**config.mk**
```make
export PLATFORM = sky130hd
export DESIGN_NAME = pipe_ctrl
export DESIGN_NICKNAME = d
export VERILOG_FILES = /design/src/rtl/pipe_ctrl_pkg.sv /design/src/rtl/pipe_ctrl_stall_mask_enc.sv /design/src/rtl/pipe_ctrl.sv
export SDC_FILE = /design/constraint.sdc
export NUM_CORES = 1
export LEC_CHECK = 0
export BUFFER_PORTS_ARGS = -buffer_cell sky130_fd_sc_hd__buf_4
export CORE_MARGIN = 2
export CORE_UTILIZATION = 45
export DETAILED_ROUTE_END_ITERATION = 8
export PLACE_DENSITY_LB_ADDON = 0.3
export SYNTH_ARGS = -nofsm -noshare
export SYNTH_HDL_FRONTEND = slang
export SYNTH_SLANG_ARGS = --single-unit
```
**constraint.sdc**
```tcl
create_clock -name clk -period 5.05 [get_ports clk]
set_input_delay 0.7575 -clock clk [delete_from_list [all_inputs] [get_ports clk]]
set_output_delay 0.7575 -clock clk [all_outputs]
set_load 0.01 [all_outputs]
```
**src/rtl/pipe_ctrl_pkg.sv**
```systemverilog
// rtl/pipe_ctrl_pkg.sv - shared types and helpers for pipeline control
//
// Purpose: flush FSM state encoding, stall/no-stall constants and the
//          thermometer-mask helper shared by pipe_ctrl and the pipeline
//          register modules.
// Contents:
//   state_e      - flush FSM states (IDLE, FLUSH)
//   Stop/NoStop  - values of one stall bit
//   MAX_STAGES   - widest stall vector the mask helper supports
//   thermo_mask  - bits idx..MAX_STAGES-1 set, lower bits clear
package pipe_ctrl_pkg;

  typedef enum logic {
    IDLE  = 1'b0,
    FLUSH = 1'b1
  } state_e;

  localparam logic Stop   = 1'b1;
  localparam logic NoStop = 1'b0;

  localparam int MAX_STAGES = 32;

  // Stage idx stalls itself and every boundary upstream of it (higher
  // indices), so the mask covers idx and everything above.
  function automatic logic [MAX_STAGES-1:0] thermo_mask(input int idx);
    logic [MAX_STAGES-1:0] m;
    m = '0;
    for (int k = 0; k < MAX_STAGES; k++) begin
      if (k >= idx) m[k] = Stop;
    end
    return m;
  endfunction

endpackage

```
**src/rtl/pipe_ctrl_stall_mask_enc.sv**
```systemverilog
// rtl/pipe_ctrl_stall_mask_enc.sv - stall request to stall/bubble vector encoder
//
// Purpose: combinational merge of per-stage stall requests. The lowest
//          requesting stage r stalls boundaries r..STAGES-1 and a bubble is
//          inserted into register r-1 so downstream stages drain.
// Ports:
//   req    in  [STAGES-1:0] per-stage stall requests
//   stall  out [STAGES-1:0] thermometer hold vector
//   bubble out [STAGES-1:0] one-hot NOP insert vector (zero when r = 0)
module stall_mask_enc
  import pipe_ctrl_pkg::*;
#(
  parameter int STAGES = 6
) (
  input  logic [STAGES-1:0] req,
  output logic [STAGES-1:0] stall,
  output logic [STAGES-1:0] bubble
);

  logic found;
  int   idx;

  always_comb begin
    found  = 1'b0;
    idx    = 0;
    stall  = '0;
    bubble = '0;
    // Scan downward so the last hit is the lowest requesting stage.
    for (int k = STAGES - 1; k >= 0; k--) begin
      if (req[k]) begin
        found = 1'b1;
        idx   = k;
      end
    end
    if (found) begin
      stall = STAGES'(thermo_mask(idx));
      for (int k = 0; k < STAGES; k++) begin
        if (k + 1 == idx) bubble[k] = Stop;
      end
    end
  end

endmodule

```
**src/rtl/pipe_ctrl.sv**
```systemverilog
// rtl/pipe_ctrl.sv - pipeline stall/flush control unit
//
// Purpose: merges stall requests into stall/bubble vectors, sequences
//          flushes with a latched redirect PC, counts stalled PC cycles
//          and runs a sticky stall watchdog.
// Ports:
//   clk          in   clock, rising edge
//   rst          in   synchronous active-high reset
//   stallreq_i   in   [STAGES-1:0] per-stage stall requests
//   flush_req_i  in   flush request
//   flush_pc_i   in   [PC_W-1:0] redirect target, sampled with flush_req_i
//   stall_o      out  [STAGES-1:0] hold vector (combinational)
//   bubble_o     out  [STAGES-1:0] NOP insert vector (combinational)
//   flush_o      out  clear all pipeline registers (registered)
//   new_pc_o     out  [PC_W-1:0] PC load value while flush_o (registered)
//   stall_cnt_o  out  [CNT_W-1:0] saturating count of PC-stall cycles
//   timeout_o    out  sticky watchdog flag
module pipe_ctrl
  import pipe_ctrl_pkg::*;
#(
  parameter int STAGES  = 6,
  parameter int PC_W    = 32,
  parameter int CNT_W   = 32,
  parameter int TIMEOUT = 1024
) (
  input  logic              clk,
  input  logic              rst,
  input  logic [STAGES-1:0] stallreq_i,
  input  logic              flush_req_i,
  input  logic [PC_W-1:0]   flush_pc_i,
  output logic [STAGES-1:0] stall_o,
  output logic [STAGES-1:0] bubble_o,
  output logic              flush_o,
  output logic [PC_W-1:0]   new_pc_o,
  output logic [CNT_W-1:0]  stall_cnt_o,
  output logic              timeout_o
);

  localparam int RUN_W = $clog2(TIMEOUT + 1);

  state_e            state;
  logic [STAGES-1:0] enc_stall;
  logic [STAGES-1:0] enc_bubble;
  logic [RUN_W-1:0]  run_cnt;
  logic              stall_any;

  stall_mask_enc #(
    .STAGES (STAGES)
  ) u_enc (
    .req    (stallreq_i),
    .stall  (enc_stall),
    .bubble (enc_bubble)
  );

  // A flush clears every register anyway, so holding or bubbling would
  // only fight it; reset likewise suppresses all stall activity.
  always_comb begin
    stall_o  = '0;
    bubble_o = '0;
    if (!rst && !flush_o) begin
      stall_o  = enc_stall;
      bubble_o = enc_bubble;
    end
  end

  assign stall_any = |stall_o;

  // Flush FSM. Both states reload the PC on a request so back-to-back
  // redirects each carry their own target.
  always_ff @(posedge clk) begin
    if (rst) begin
      state    <= IDLE;
      flush_o  <= 1'b0;
      new_pc_o <= '0;
    end else begin
      case (state)
        IDLE: begin
          if (flush_req_i) begin
            state    <= FLUSH;
            flush_o  <= 1'b1;
            new_pc_o <= flush_pc_i;
          end
        end
        FLUSH: begin
          if (flush_req_i) begin
            state    <= FLUSH;
            flush_o  <= 1'b1;
            new_pc_o <= flush_pc_i;
          end else begin
            state   <= IDLE;
            flush_o <= 1'b0;
          end
        end
        default: begin
          state   <= IDLE;
          flush_o <= 1'b0;
        end
      endcase
    end
  end

  // Cycles in which the PC register is held.
  always_ff @(posedge clk) begin
    if (rst) begin
      stall_cnt_o <= '0;
    end else if (stall_o[STAGES-1] && (stall_cnt_o != {CNT_W{1'b1}})) begin
      stall_cnt_o <= stall_cnt_o + CNT_W'(1);
    end
  end

  // Watchdog: the flag registers on the edge that closes the TIMEOUT-th
  // consecutive stalled cycle, i.e. when the run counter reaches TIMEOUT.
  always_ff @(posedge clk) begin
    if (rst) begin
      run_cnt   <= '0;
      timeout_o <= 1'b0;
    end else begin
      if (stall_any) begin
        if (run_cnt != RUN_W'(TIMEOUT)) run_cnt <= run_cnt + RUN_W'(1);
        if (run_cnt >= RUN_W'(TIMEOUT - 1)) timeout_o <= 1'b1;
      end else begin
        run_cnt <= '0;
      end
    end
  end

endmodule
```
==> impl_metrics.env <==
export IMPL_overflow=0
export IMPL_synthesis_yosys_warnings=0
export IMPL_cts_htree_levels=3
export IMPL_count_of_instances_resized_after_the_clock_tree_is_built=0
export IMPL_power_share_switching=0.238
export IMPL_grt_pass1_wl_um=14000
export IMPL_ys_seq_elements=78
export IMPL_post_cts_setup_buffers=0
export IMPL_tritoncts="built"
export IMPL_intPower_mw=0.957
export IMPL_vias_per_cell=5.51
export IMPL_routed_wirelength_um=8520
export IMPL_first_global_vias=3142
export IMPL_setup_tns_ns=0
export IMPL_ff2ff_setup_slack_ns=2.50
export IMPL_clk_pin_slew_worst_paths_ns=0.07
export IMPL_power_sequential_fraction=0.515
export IMPL_initial_utilization=0.459
export IMPL_grt_antenna_before_repair=0
export IMPL_initialDrtViolationCount=148
export IMPL_r2r_start="stall_cnt_o[0]"
export IMPL_cpLargestDelayFamily="buffers and inverters"
export IMPL_whs_path_depth=2
export IMPL_fin_util=0.605
export IMPL_irDropWorstVdd_v=0.000213
export IMPL_core_um2=7650
export IMPL_boundaryPins=119
export IMPL_synth_top_cells_by_area="sky130_fd_sc_hd__dfxtp_1 44%, sky130_fd_sc_hd__mux2i_1 9.1%, sky130_fd_sc_hd__nor2_1 6.4%"
export IMPL_grt_use_total=0.198
export IMPL_seq_area_frac_synth=0.445
export IMPL_cts_buffers_inserted=9
export IMPL_totalPowerFinal_mw=1.26
export IMPL_postCtsHoldBufs=0
export IMPL_mean_cell_area_of_the_mapped_netlist_um2=8.80
export IMPL_die_width_um=92.3
export IMPL_period_minus_slack_ns=3.29
export IMPL_remaining_drc_errors=0
export IMPL_finalHoldViolCount=0
export IMPL_worstSetupPathType="in2out"
export IMPL_synth_most_common_cell="sky130_fd_sc_hd__dfxtp_1"
export IMPL_synth_edff_count=0
export IMPL_std_cell_rows=32
export IMPL_dieArea_um2=8520
export IMPL_leakage_nw=1.91
export IMPL_netlist_cell_type_count=47
export IMPL_path_max_fanout=65
export IMPL_worstPathCellList="buf_4 > or2_1 > a21o_1 > inv_1 > buf_4"
export IMPL_critical_path_depth=5
export IMPL_final_design_area_no_fill_um2=4620
export IMPL_p_sw_mw=0.298
export IMPL_synth_top_cell_by_area="sky130_fd_sc_hd__dfxtp_1"
export IMPL_timing_final_ws_setup_ns=1.76
export IMPL_placed_cell_area_um2=4410
export IMPL_die_h_um=92.3
export IMPL_final_period_utilization=0.651
export IMPL_cts_root_buf="sky130_fd_sc_hd__clkbuf_8"
export IMPL_tritoncts_num_sinks=78
export IMPL_timing_hold_worst_class="reg2reg"
export IMPL_detailedPlacementHpwl_um=6130
export IMPL_slew_headroom=0.561
export IMPL_final_layout_size_suffix_gt1_frac=0.278
export IMPL_power_frac_comb=0.100
export IMPL_share_of_the_synthesized_area_in_the_top_cell_type=0.445
export IMPL_first_pass_iters=4
export IMPL_p_clk_frac=0.385
export IMPL_critical_path_max_stage_delay_ns=0.52
export IMPL_outcome="complete, no violations"
export IMPL_grt_start_max_net_pins=66
export IMPL_routabilityCongestion=0.839
export IMPL_synth_net_count=443
export IMPL_max_freq_ghz=0.304
export IMPL_cell_area_after_technology_mapping_um2=3510
export IMPL_drt_antenna_violating_nets=0
export IMPL_final_net_count=547
export IMPL_area_growth_pct=31.7
export IMPL_worst_setup_path_startpoint="rst"
export IMPL_power_density_nw_per_um2=271
export IMPL_r2r_cells=6
export IMPL_buffer_ports_inserted=117
export IMPL_max_capacitance_violation_total=0
export IMPL_clk_insertion_delay_late_ns=0.35
export IMPL_fin_skew_ns=0.00992
export IMPL_slowest_stage="sky130_fd_sc_hd__a21o_1"
export IMPL_dominant_register_cell_in_the_synthesized_netlist="sky130_fd_sc_hd__dfxtp_1"
export IMPL_crit_buf_inv=3
export IMPL_arrival_ns=2.53
export IMPL_netlist_instances=399
export IMPL_n_antenna_cell=0
export IMPL_crit_required_ns=4.29
export IMPL_synth_top_cells_by_count="78 x sky130_fd_sc_hd__dfxtp_1, 60 x sky130_fd_sc_hd__nor2_1, 32 x sky130_fd_sc_hd__mux2i_1, 31 x sky130_fd_sc_hd__a21oi_1, 20 x sky130_fd_sc_hd__o31ai_1"
export IMPL_slew_viol_final=0
export IMPL_worst_slew_pin_transition_ns=0.658
export IMPL_via_count=3361
export IMPL_setup_repair_after_global_routing_missed_its_margin="no"
export IMPL_timing_critical_path_from_type="input pin"
export IMPL_drt_wirelength_per_cell_um=14.0
export IMPL_critical_path_top_cell_by_count="sky130_fd_sc_hd__buf_4"
export IMPL_dp_worst_setup_slack_ns=1.73
export IMPL_crit_path_end="stall_o[5]"
export IMPL_setup_viol=0
export IMPL_critical_path_endpoint_type="primary output"
export IMPL_clock_path_buffers=2
export IMPL_asyncSetResetFlopFracSynth=0
export IMPL_r2r_end="stall_cnt_o[22]"
-- worst reg2reg max path: stages (launching register included) --
cell and delay, ns:
sky130_fd_sc_hd__dfxtp_1 0.45, sky130_fd_sc_hd__ha_1 0.27, sky130_fd_sc_hd__nand4_1 0.15, sky130_fd_sc_hd__a2111oi_0 0.57
sky130_fd_sc_hd__a21bo_2 0.41, sky130_fd_sc_hd__nor4_1 0.24, sky130_fd_sc_hd__mux2_2 0.37
-- per-stage QoR --
step / instances / hold WS [ns]
floorplan: 399 / 0.463
global placement: 594 / 0.447
detailed placement: 594 / 0.444
CTS: 610 / 0.456
global route: 610 / 0.500
finish: 610 / 0.453
-- cell families after synthesis --
group | after synthesis | synth area share
AO/OA/AOI/OAI | 72 | 0.129
XOR/XNOR | 9 | 0.0225
adder cells (fa/ha/maj) | 3 | 0.0107
buffers and inverters | 35 | 0.0413
flip-flops | 78 | 0.445
multiplexers | 34 | 0.0976
other | 1 | 0.00107
AND/OR/NAND/NOR | 167 | 0.253
-- area by class of cell --
class / count / area (µm²)
fill: 680 / 3020
multi-input combinational: 286 / 1800
sequential: 78 / 1560
timing repair buffer: 117 / 878
clock buffer: 12 / 155
tap: 102 / 128
clock inverter: 4 / 55.1
inverter: 11 / 41.3
-- how the worst min path moves through the flow --
stage | from | to | slack [ns]
final | timeout_o | timeout_o | 0.45
after global routing | timeout_o | timeout_o | 0.50
after CTS | timeout_o | timeout_o | 0.46
after detailed placement | timeout_o | timeout_o | 0.44
after global placement | timeout_o | timeout_o | 0.45
after floorplan | run_cnt[10] | run_cnt[10] | 0.46
-- state kept, by name (all words and copies together) (netlist names) --
name         flops
stall_cnt_o     32
timeout_o        1
run_cnt         11
state            1
new_pc_o        32
flush_o          1
-- routing by layer --
| layer | global-route usage | wire, µm | part of all wire | vias to the layer above |
|---|---|---|---|---|
| met2 | 0.345 | 4120 | 0.48 | 112 |
| met5 | 0 | 0 | 0 | - |
| met4 | 0.0522 | 154 | 0.018 | 0 |
| met3 | 0.0732 | 616 | 0.072 | 10 |
| li1 | - | - | - | 1665 |
| met1 | 0.229 | 3620 | 0.43 | 1574 |
-- cell usage in the layout (no fill, tap or decap), drive strengths merged, types with 3 or more instances in the layout --
| master | n |
|---|---|
| nor2 | 60 |
| or4 | 20 |
| o31ai | 20 |
| mux2i | 32 |
| dfxtp | 78 |
| o311ai | 3 |
| nor3 | 4 |
| o21ai | 8 |
| xor2 | 6 |
| clkbuf | 12 |
| xnor2 | 3 |
| buf | 117 |
| nor4 | 6 |
| inv | 11 |
| ha | 3 |
| nand3 | 18 |
| or3 | 7 |
| nand2 | 15 |
| or2 | 4 |
| a21oi | 31 |
| nand4 | 15 |
| and3 | 6 |
-- power groups by stage --
| stage | Clock [mW] | Combinational [mW] | Sequential, mW |
|---|---|---|---|
| global route | 0.520 | 0.139 | 0.649 |
| floorplan | 0 | 0.0546 | 0.666 |
| detailed placement | 0 | 0.128 | 0.660 |
| finish | 0.483 | 0.126 | 0.646 |
| global placement | 0 | 0.125 | 0.660 |
| CTS | 0.492 | 0.128 | 0.646 |
Note: power is estimated with default switching activity, not from simulation.
